`src/rtl/pixel_write_queue_if.sv`:
```
// Painter-side and VGA-adapter-side signals of the pixel write queue.
// The master drives painter requests; the slave is the queue itself.
interface pixel_write_queue_if #(
  parameter int X_BITS     = 8,
  parameter int Y_BITS     = 7,
  parameter int COLOR_BITS = 3
);
  logic [X_BITS-1:0]     in_x;
  logic [Y_BITS-1:0]     in_y;
  logic [COLOR_BITS-1:0] in_color;
  logic                  in_enable;
  logic                  clear_req;
  logic [COLOR_BITS-1:0] clear_color;
  logic [X_BITS-1:0]     vga_x;
  logic [Y_BITS-1:0]     vga_y;
  logic [COLOR_BITS-1:0] vga_colour;
  logic                  vga_plot;
  logic                  busy;
  logic                  fifo_full;
  logic [7:0]            drop_count;

  modport master (
    output in_x, in_y, in_color, in_enable, clear_req, clear_color,
    input  vga_x, vga_y, vga_colour, vga_plot, busy, fifo_full, drop_count
  );

  modport slave (
    input  in_x, in_y, in_color, in_enable, clear_req, clear_color,
    output vga_x, vga_y, vga_colour, vga_plot, busy, fifo_full, drop_count
  );
endinterface

```
`src/rtl/pixel_write_queue.sv`:
```
// Turns painter enable edges into queued pixel writes and drains them to the
// VGA adapter one plot per cycle; a full-screen clear pre-empts draining.
module pixel_write_queue #(
  parameter int SCR_WIDTH  = 160,
  parameter int SCR_HEIGHT = 120,
  parameter int X_BITS     = 8,
  parameter int Y_BITS     = 7,
  parameter int COLOR_BITS = 3,
  parameter int DEPTH      = 8,
  parameter int ADDR_BITS  = 3
) (
  input logic               Clck,
  input logic               Reset,
  pixel_write_queue_if.slave pw
);
  localparam int ENTRY_W = X_BITS + Y_BITS + COLOR_BITS;
  localparam logic [X_BITS-1:0]    X_LIM    = X_BITS'(SCR_WIDTH);
  localparam logic [Y_BITS-1:0]    Y_LIM    = Y_BITS'(SCR_HEIGHT);
  localparam logic [X_BITS-1:0]    X_LAST   = X_BITS'(SCR_WIDTH - 1);
  localparam logic [Y_BITS-1:0]    Y_LAST   = Y_BITS'(SCR_HEIGHT - 1);
  localparam logic [ADDR_BITS:0]   FULL_CNT = (ADDR_BITS+1)'(DEPTH);

  typedef enum logic {NORMAL, CLEAR} state_t;

  state_t                state;
  logic [ENTRY_W-1:0]    mem [DEPTH];
  logic [ADDR_BITS-1:0]  wr_ptr, rd_ptr;
  logic [ADDR_BITS:0]    count;
  logic                  en_q;
  logic [X_BITS-1:0]     cx;
  logic [Y_BITS-1:0]     cy;
  logic [COLOR_BITS-1:0] clr_color;
  logic [7:0]            drops;
  logic [X_BITS-1:0]     vga_x_r;
  logic [Y_BITS-1:0]     vga_y_r;
  logic [COLOR_BITS-1:0] vga_colour_r;
  logic                  vga_plot_r;

  logic push_req, in_range, full, pop, push_ok, drop;

  assign push_req = pw.in_enable & ~en_q;
  assign in_range = (pw.in_x < X_LIM) && (pw.in_y < Y_LIM);
  assign full     = (count == FULL_CNT);
  // A pop frees the slot a same-cycle push needs, so full only blocks without one.
  assign pop      = (state == NORMAL) && (count != '0);
  assign push_ok  = push_req && in_range && (!full || pop);
  assign drop     = push_req && !push_ok;

  always_ff @(posedge Clck) begin
    if (push_ok) mem[wr_ptr] <= {pw.in_x, pw.in_y, pw.in_color};
  end

  always_ff @(posedge Clck or posedge Reset) begin
    if (Reset) begin
      state        <= NORMAL;
      wr_ptr       <= '0;
      rd_ptr       <= '0;
      count        <= '0;
      en_q         <= 1'b1;
      cx           <= '0;
      cy           <= '0;
      clr_color    <= '0;
      drops        <= '0;
      vga_x_r      <= '0;
      vga_y_r      <= '0;
      vga_colour_r <= '0;
      vga_plot_r   <= 1'b0;
    end else begin
      en_q       <= pw.in_enable;
      vga_plot_r <= 1'b0;
      if (push_ok) wr_ptr <= wr_ptr + 1'b1;
      if (drop && drops != 8'hFF) drops <= drops + 1'b1;
      unique case ({push_ok, pop})
        2'b10:   count <= count + 1'b1;
        2'b01:   count <= count - 1'b1;
        default: ;
      endcase

      unique case (state)
        NORMAL: begin
          if (pop) begin
            {vga_x_r, vga_y_r, vga_colour_r} <= mem[rd_ptr];
            vga_plot_r <= 1'b1;
            rd_ptr     <= rd_ptr + 1'b1;
          end
          if (pw.clear_req) begin
            state     <= CLEAR;
            clr_color <= pw.clear_color;
            cx        <= '0;
            cy        <= '0;
          end
        end
        CLEAR: begin
          vga_x_r      <= cx;
          vga_y_r      <= cy;
          vga_colour_r <= clr_color;
          vga_plot_r   <= 1'b1;
          // Row-major sweep; the last pixel hands control back to draining.
          if (cx == X_LAST) begin
            cx <= '0;
            if (cy == Y_LAST) state <= NORMAL;
            else              cy    <= cy + 1'b1;
          end else begin
            cx <= cx + 1'b1;
          end
        end
        default: state <= NORMAL;
      endcase
    end
  end

  assign pw.vga_x      = vga_x_r;
  assign pw.vga_y      = vga_y_r;
  assign pw.vga_colour = vga_colour_r;
  assign pw.vga_plot   = vga_plot_r;
  assign pw.busy       = (state == CLEAR) || (count != '0);
  assign pw.fifo_full  = full;
  assign pw.drop_count = drops;
endmodule

```
`src/flat_wrapper.sv`:
```
// flat-port wrapper written by rule: the top's interface ports become plain ports
module pixel_write_queue_flat 
#(
  parameter int SCR_WIDTH  = 160,
  parameter int SCR_HEIGHT = 120,
  parameter int X_BITS     = 8,
  parameter int Y_BITS     = 7,
  parameter int COLOR_BITS = 3,
  parameter int DEPTH      = 8,
  parameter int ADDR_BITS  = 3
)
  (Clck, Reset, pw_in_x, pw_in_y, pw_in_color, pw_in_enable, pw_clear_req, pw_clear_color, pw_vga_x, pw_vga_y, pw_vga_colour, pw_vga_plot, pw_busy, pw_fifo_full, pw_drop_count);
  pixel_write_queue_if #(.X_BITS(X_BITS), .Y_BITS(Y_BITS), .COLOR_BITS(COLOR_BITS)) pw_i ();
  input logic Clck;
  input logic Reset;
  input wire logic [$bits(pw_i.in_x)-1:0] pw_in_x;
  input wire logic [$bits(pw_i.in_y)-1:0] pw_in_y;
  input wire logic [$bits(pw_i.in_color)-1:0] pw_in_color;
  input wire logic [$bits(pw_i.in_enable)-1:0] pw_in_enable;
  input wire logic [$bits(pw_i.clear_req)-1:0] pw_clear_req;
  input wire logic [$bits(pw_i.clear_color)-1:0] pw_clear_color;
  output wire logic [$bits(pw_i.vga_x)-1:0] pw_vga_x;
  output wire logic [$bits(pw_i.vga_y)-1:0] pw_vga_y;
  output wire logic [$bits(pw_i.vga_colour)-1:0] pw_vga_colour;
  output wire logic [$bits(pw_i.vga_plot)-1:0] pw_vga_plot;
  output wire logic [$bits(pw_i.busy)-1:0] pw_busy;
  output wire logic [$bits(pw_i.fifo_full)-1:0] pw_fifo_full;
  output wire logic [$bits(pw_i.drop_count)-1:0] pw_drop_count;
  assign pw_i.in_x = pw_in_x;
  assign pw_i.in_y = pw_in_y;
  assign pw_i.in_color = pw_in_color;
  assign pw_i.in_enable = pw_in_enable;
  assign pw_i.clear_req = pw_clear_req;
  assign pw_i.clear_color = pw_clear_color;
  assign pw_vga_x = pw_i.vga_x;
  assign pw_vga_y = pw_i.vga_y;
  assign pw_vga_colour = pw_i.vga_colour;
  assign pw_vga_plot = pw_i.vga_plot;
  assign pw_busy = pw_i.busy;
  assign pw_fifo_full = pw_i.fifo_full;
  assign pw_drop_count = pw_i.drop_count;
  pixel_write_queue #(.SCR_WIDTH(SCR_WIDTH), .SCR_HEIGHT(SCR_HEIGHT), .X_BITS(X_BITS), .Y_BITS(Y_BITS), .COLOR_BITS(COLOR_BITS), .DEPTH(DEPTH), .ADDR_BITS(ADDR_BITS)) u_core (.Clck(Clck), .Reset(Reset), .pw(pw_i));
endmodule
```
`config.mk`:
```
export PLATFORM = sky130hd
export DESIGN_NAME = pixel_write_queue_flat
export DESIGN_NICKNAME = d
export VERILOG_FILES = /design/src/rtl/pixel_write_queue_if.sv /design/src/rtl/pixel_write_queue.sv /design/src/flat_wrapper.sv
export SDC_FILE = /design/constraint.sdc
export NUM_CORES = 1
export LEC_CHECK = 0
export CORE_AREA = 4 4 186 188
export DETAILED_ROUTE_END_ITERATION = 16
export DIE_AREA = 0 0 190 192
export PLACE_DENSITY = 0.45
export RECOVER_POWER = 25
export SLEW_MARGIN = 20
export SYNTH_ARGS = -nofsm -noshare
export SYNTH_HDL_FRONTEND = slang
export SYNTH_SLANG_ARGS = --single-unit
```
`constraint.sdc`:
```
create_clock -name Clck -period 2.5 [get_ports Clck]
set_clock_uncertainty 0.05 [all_clocks]
set_input_delay 0.375 -clock Clck [delete_from_list [all_inputs] [get_ports Clck]]
set_output_delay 0.375 -clock Clck [all_outputs]
set_load 0.03 [all_outputs]
```
==> results by group <==
Die
  – Starting Density: 24.6%
  – Row cnt: 67
  – Die area: roughly 0.036 mm^2
  – IO Count: 54
  – Core Box Area: roughly 0.033 mm^2
  – Die height: approximately 190 um
  – Die Wd: between 150 and 200 um

Final layout
  – Finished Cell Area: between 0.01 and 0.015 mm^2
  – Area of the multi-input gates: between 0.002 and 0.0025 mm^2
  – Layout cells sized above 1: 21.2%
  – Fillers: between 3000 and 4000
  – Inserted Diodes: 0
  – FF/Latch Area: 0.00575 mm^2
  – Layout Nets: about 610
  – Final Non-Filler Cells: ~1000
  – Fin util: between 30 and 40%
  – Synthesis-to-finish area growth: 26.1%

Power and ir drop
  – Pwr dens: between 900 and 1000 mW/mm^2
  – Leak pwr: 0.00351 uW
  – Worst VDD drop: about 0.4 mV

Synth
  – Most instantiated library cell after synthesis: edfxtp_1
  – Net Count, Synth: 508
  – Primary FF master, synth: edfxtp_1
  – Synth unique cells: 57
  – Share of the synthesized area in the top cell type: between 50% and 60%
  – Post-synth EDFFs: 144
  – Cell area after synthesis: around 0.008 mm^2
  – Sequential fraction of the synthesis area: a little over two thirds
  – Area leader, netlist: edfxtp_1
  – Yosys warns: 0
  – Most frequent cells after synthesis: edfxtp_1 (144), dfrtp_1 (56), mux4_2 (36)
  – Leading post-synthesis cells by cell area: edfxtp_1 (53%), dfrtp_1 (17%), mux4_2 (10%), mux2i_1 (2.6%), nand2_1 (1.4%)
  – Syn avg cell area: ~17 um^2
  – Fraction of registers with async set/reset: around 28%
  – Synthesized flop and latch total: approximately 200
  – Syn Inst Count: ~480

Timing
  – Highest clock rate: 423 MHz
  – Final setup margin: 135 ps
  – Setup_tns: 0 ps
  – Final Hold Fails: 0
  – RSZ-0062 raised after global routing: false
  – Period Utilization, post-route: between 90% and 100%
  – Fin. max-slew vios: 0
  – Slew HR: between 2 and 3%
  – Worst slew pin tran: roughly 1500 ps
  – Setup violators final: 0
  – Tmin final: roughly 2400 ps

Setup path
  – WS Path Type: in2reg
  – Largest stage delay, worst path: approximately 500 ps
  – Worst EP required: between 2000 and 3000 ps
  – Crit-path max FO: 2
  – Crit-path cells: clkdlybuf4s50_1 > and4_1 > nor3b_2 > nand2b_1 > inv_1 > ha_1 > a21o_1 > a21o_1 > or4_1 > o2111ai_1
  – CP most frequent cell: a21o_1
  – Critical path capture point type: register
  – Worst EP arrival: approximately 2700 ps
  – CP Launch Type: input pin
  – Critical path's slowest cell: clkdlybuf4s50_1

Clocking
  – CTS Sinks: 201
  – Clock Latency Late Sink: about 500 ps
  – Clock Tree Root: clkbuf_16
  – CTS tree: built
  – Deepest clock path buffer count: 3
  – TritonCTS Buffers: 23
  – Clock Pin Slew Worst Setup and Hold Paths: 60 ps
  – H-tree levels: 1
  – Setup Buffers After CTS: 0

Placed design
  – DP HPWL: about 12000 um
  – IO buf count: 53
  – Cells after DPL: between 900 and 1000
  – DP Worst Slack: -564 ps
  – Global placer's final weighted congestion: 0.784
  – Post-DP Area: around 0.0096 mm^2

Detailed routing
  – DR DRC count: 0
  – Remaining antenna violation count: 0
  – Initial DRC count: roughly 390
  – Routed WL: approximately 19000 um
  – Vias: about 4500
  – Per-cell routed wire length: about 18 um
  – First drt pass iteration count: 5
  – Via-to-Cell Ratio: 4.39

Global routing
  – GRT Total Usage: between 10% and 20%
  – Initial antenna violation count: 1
  – Largest net degree at the start of global routing: between 50 and 60
  – Vias in the first global route: roughly 4800
  – Global-route wire length before repair: 29500 um
  – Grt ovf: 0

Status
  – Status: complete, no violations

Run
  – MaxCap Viol Count: 0

Worst hold path
  – Hold WC Path Type: in2reg
[placed cells by master (no fill, tap or decap), types with 11 or more instances in the layout]
cell type | synthesis | final
a22oi_1 | 14 | 14
buf_4 | 1 | 28
clkbuf_16 | 0 | 23
clkdlybuf4s50_1 | 0 | 43
dfrtp_1 | 56 | 54
edfxtp_1 | 144 | 144
mux2i_1 | 21 | 21
mux4_2 | 36 | 36
nand2_1 | 31 | 31
nand3_1 | 11 | 11
o21ai_0 | 22 | 22
[where the power goes]
| group | internal, uW | switching, uW | leakage [uW] |
|---|---|---|---|
| clock network | 1880 | 1260 | 0.000348 |
| registers | 3960 | 367 | 0.00200 |
| logic | 893 | 995 | 0.00116 |
| total | 6740 | 2630 | 0.00351 |
[final cells by class]
cell class              count  share of cell area, %
clock buffers              26                   5.71
clock inverters            15                   1.21
inverters                   9                  0.329
multi-input cells         247                   22.3
flip-flops and latches    201                   56.0
well taps                 448                   5.46
repair buffers             91                   8.94
[cells by family after synthesis]
logic type	count (synthesis)	synth area share, %
flip-flops	201	70.6
AND/OR/NAND/NOR	90	6.14
AO/OA/AOI/OAI	71	5.50
multiplexers	62	13.3
buffers and inverters	27	1.44
XOR/XNOR	16	1.72
adder cells (fa/ha/maj)	8	1.32
[per-stage QoR]
stage / power [uW] / hold slack, ps
after floorplan: 5510 / 329
after global placement: 6260 / 414
after detailed placement: 6320 / 422
after CTS: 9520 / 225
after global routing: 9860 / 268
final: 9370 / 270
[routing by layer]
layer / vias to the layer above / global-route usage (%) / share of wire (%) / wire length (um)
li1: 2081 / - / - / -
met3: 26 / 2.11 / 4.5 / 870
met1: 2358 / 14.1 / 45 / 8650
met2: 82 / 17.6 / 48 / 9280
met4: 2 / 2.50 / 1.7 / 330
met5: - / 0 / 0.068 / 13
[critical path, delay by kind of cell]
kind / cells / cell delay [ps]
buf+inv: 2 / 560
fa+ha+maj: 1 / 270
compound gates: 3 / 520
simple gates: 4 / 1010
[final timing paths]
| check | slack (ps) | to | startpoint | cells after the start |
|---|---|---|---|---|
| setup / recovery | 140 | u_core.count[3] | pw_in_y[5] | 10 |
| hold / removal | 270 | u_core.en_q | pw_in_enable | 1 |
| setup reg to reg | 180 | u_core.count[3] | u_core.count[2] | 9 |
| hold reg to reg | 440 | u_core.clr_color[1] | u_core.clr_color[1] | 2 |
| max in group asynchronous | 630 | u_core.rd_ptr[0] | Reset | 3 |
| min in group asynchronous | 760 | u_core.pw.drop_count[5] | Reset | 3 |
[flip-flops by register name, summed over array words and instances (netlist names)]
| signal | cells |
|---|---|
| u_core.pw.vga_x | 8 |
| u_core.pw.vga_plot | 1 |
| u_core.clr_color | 3 |
| u_core.state | 1 |
| u_core.en_q | 1 |
| u_core.pw.drop_count | 8 |
| u_core.rd_ptr | 3 |
| u_core.cx | 8 |
| u_core.count | 4 |
| u_core.cy | 7 |
| u_core.pw.vga_y | 7 |
| u_core.pw.vga_colour | 3 |
| u_core.wr_ptr | 3 |
| u_core.mem | 144 |
[repair_timing]
| action | CTS | global route |
|---|---|---|
| setup endpoints to repair | 3 | 2 |
| resized for setup | 5 | 4 |
| endpoints found under the hold margin | 0 | 0 |
| hold buffers | 0 | 0 |
Note: power is estimated with default switching activity, not from simulation.
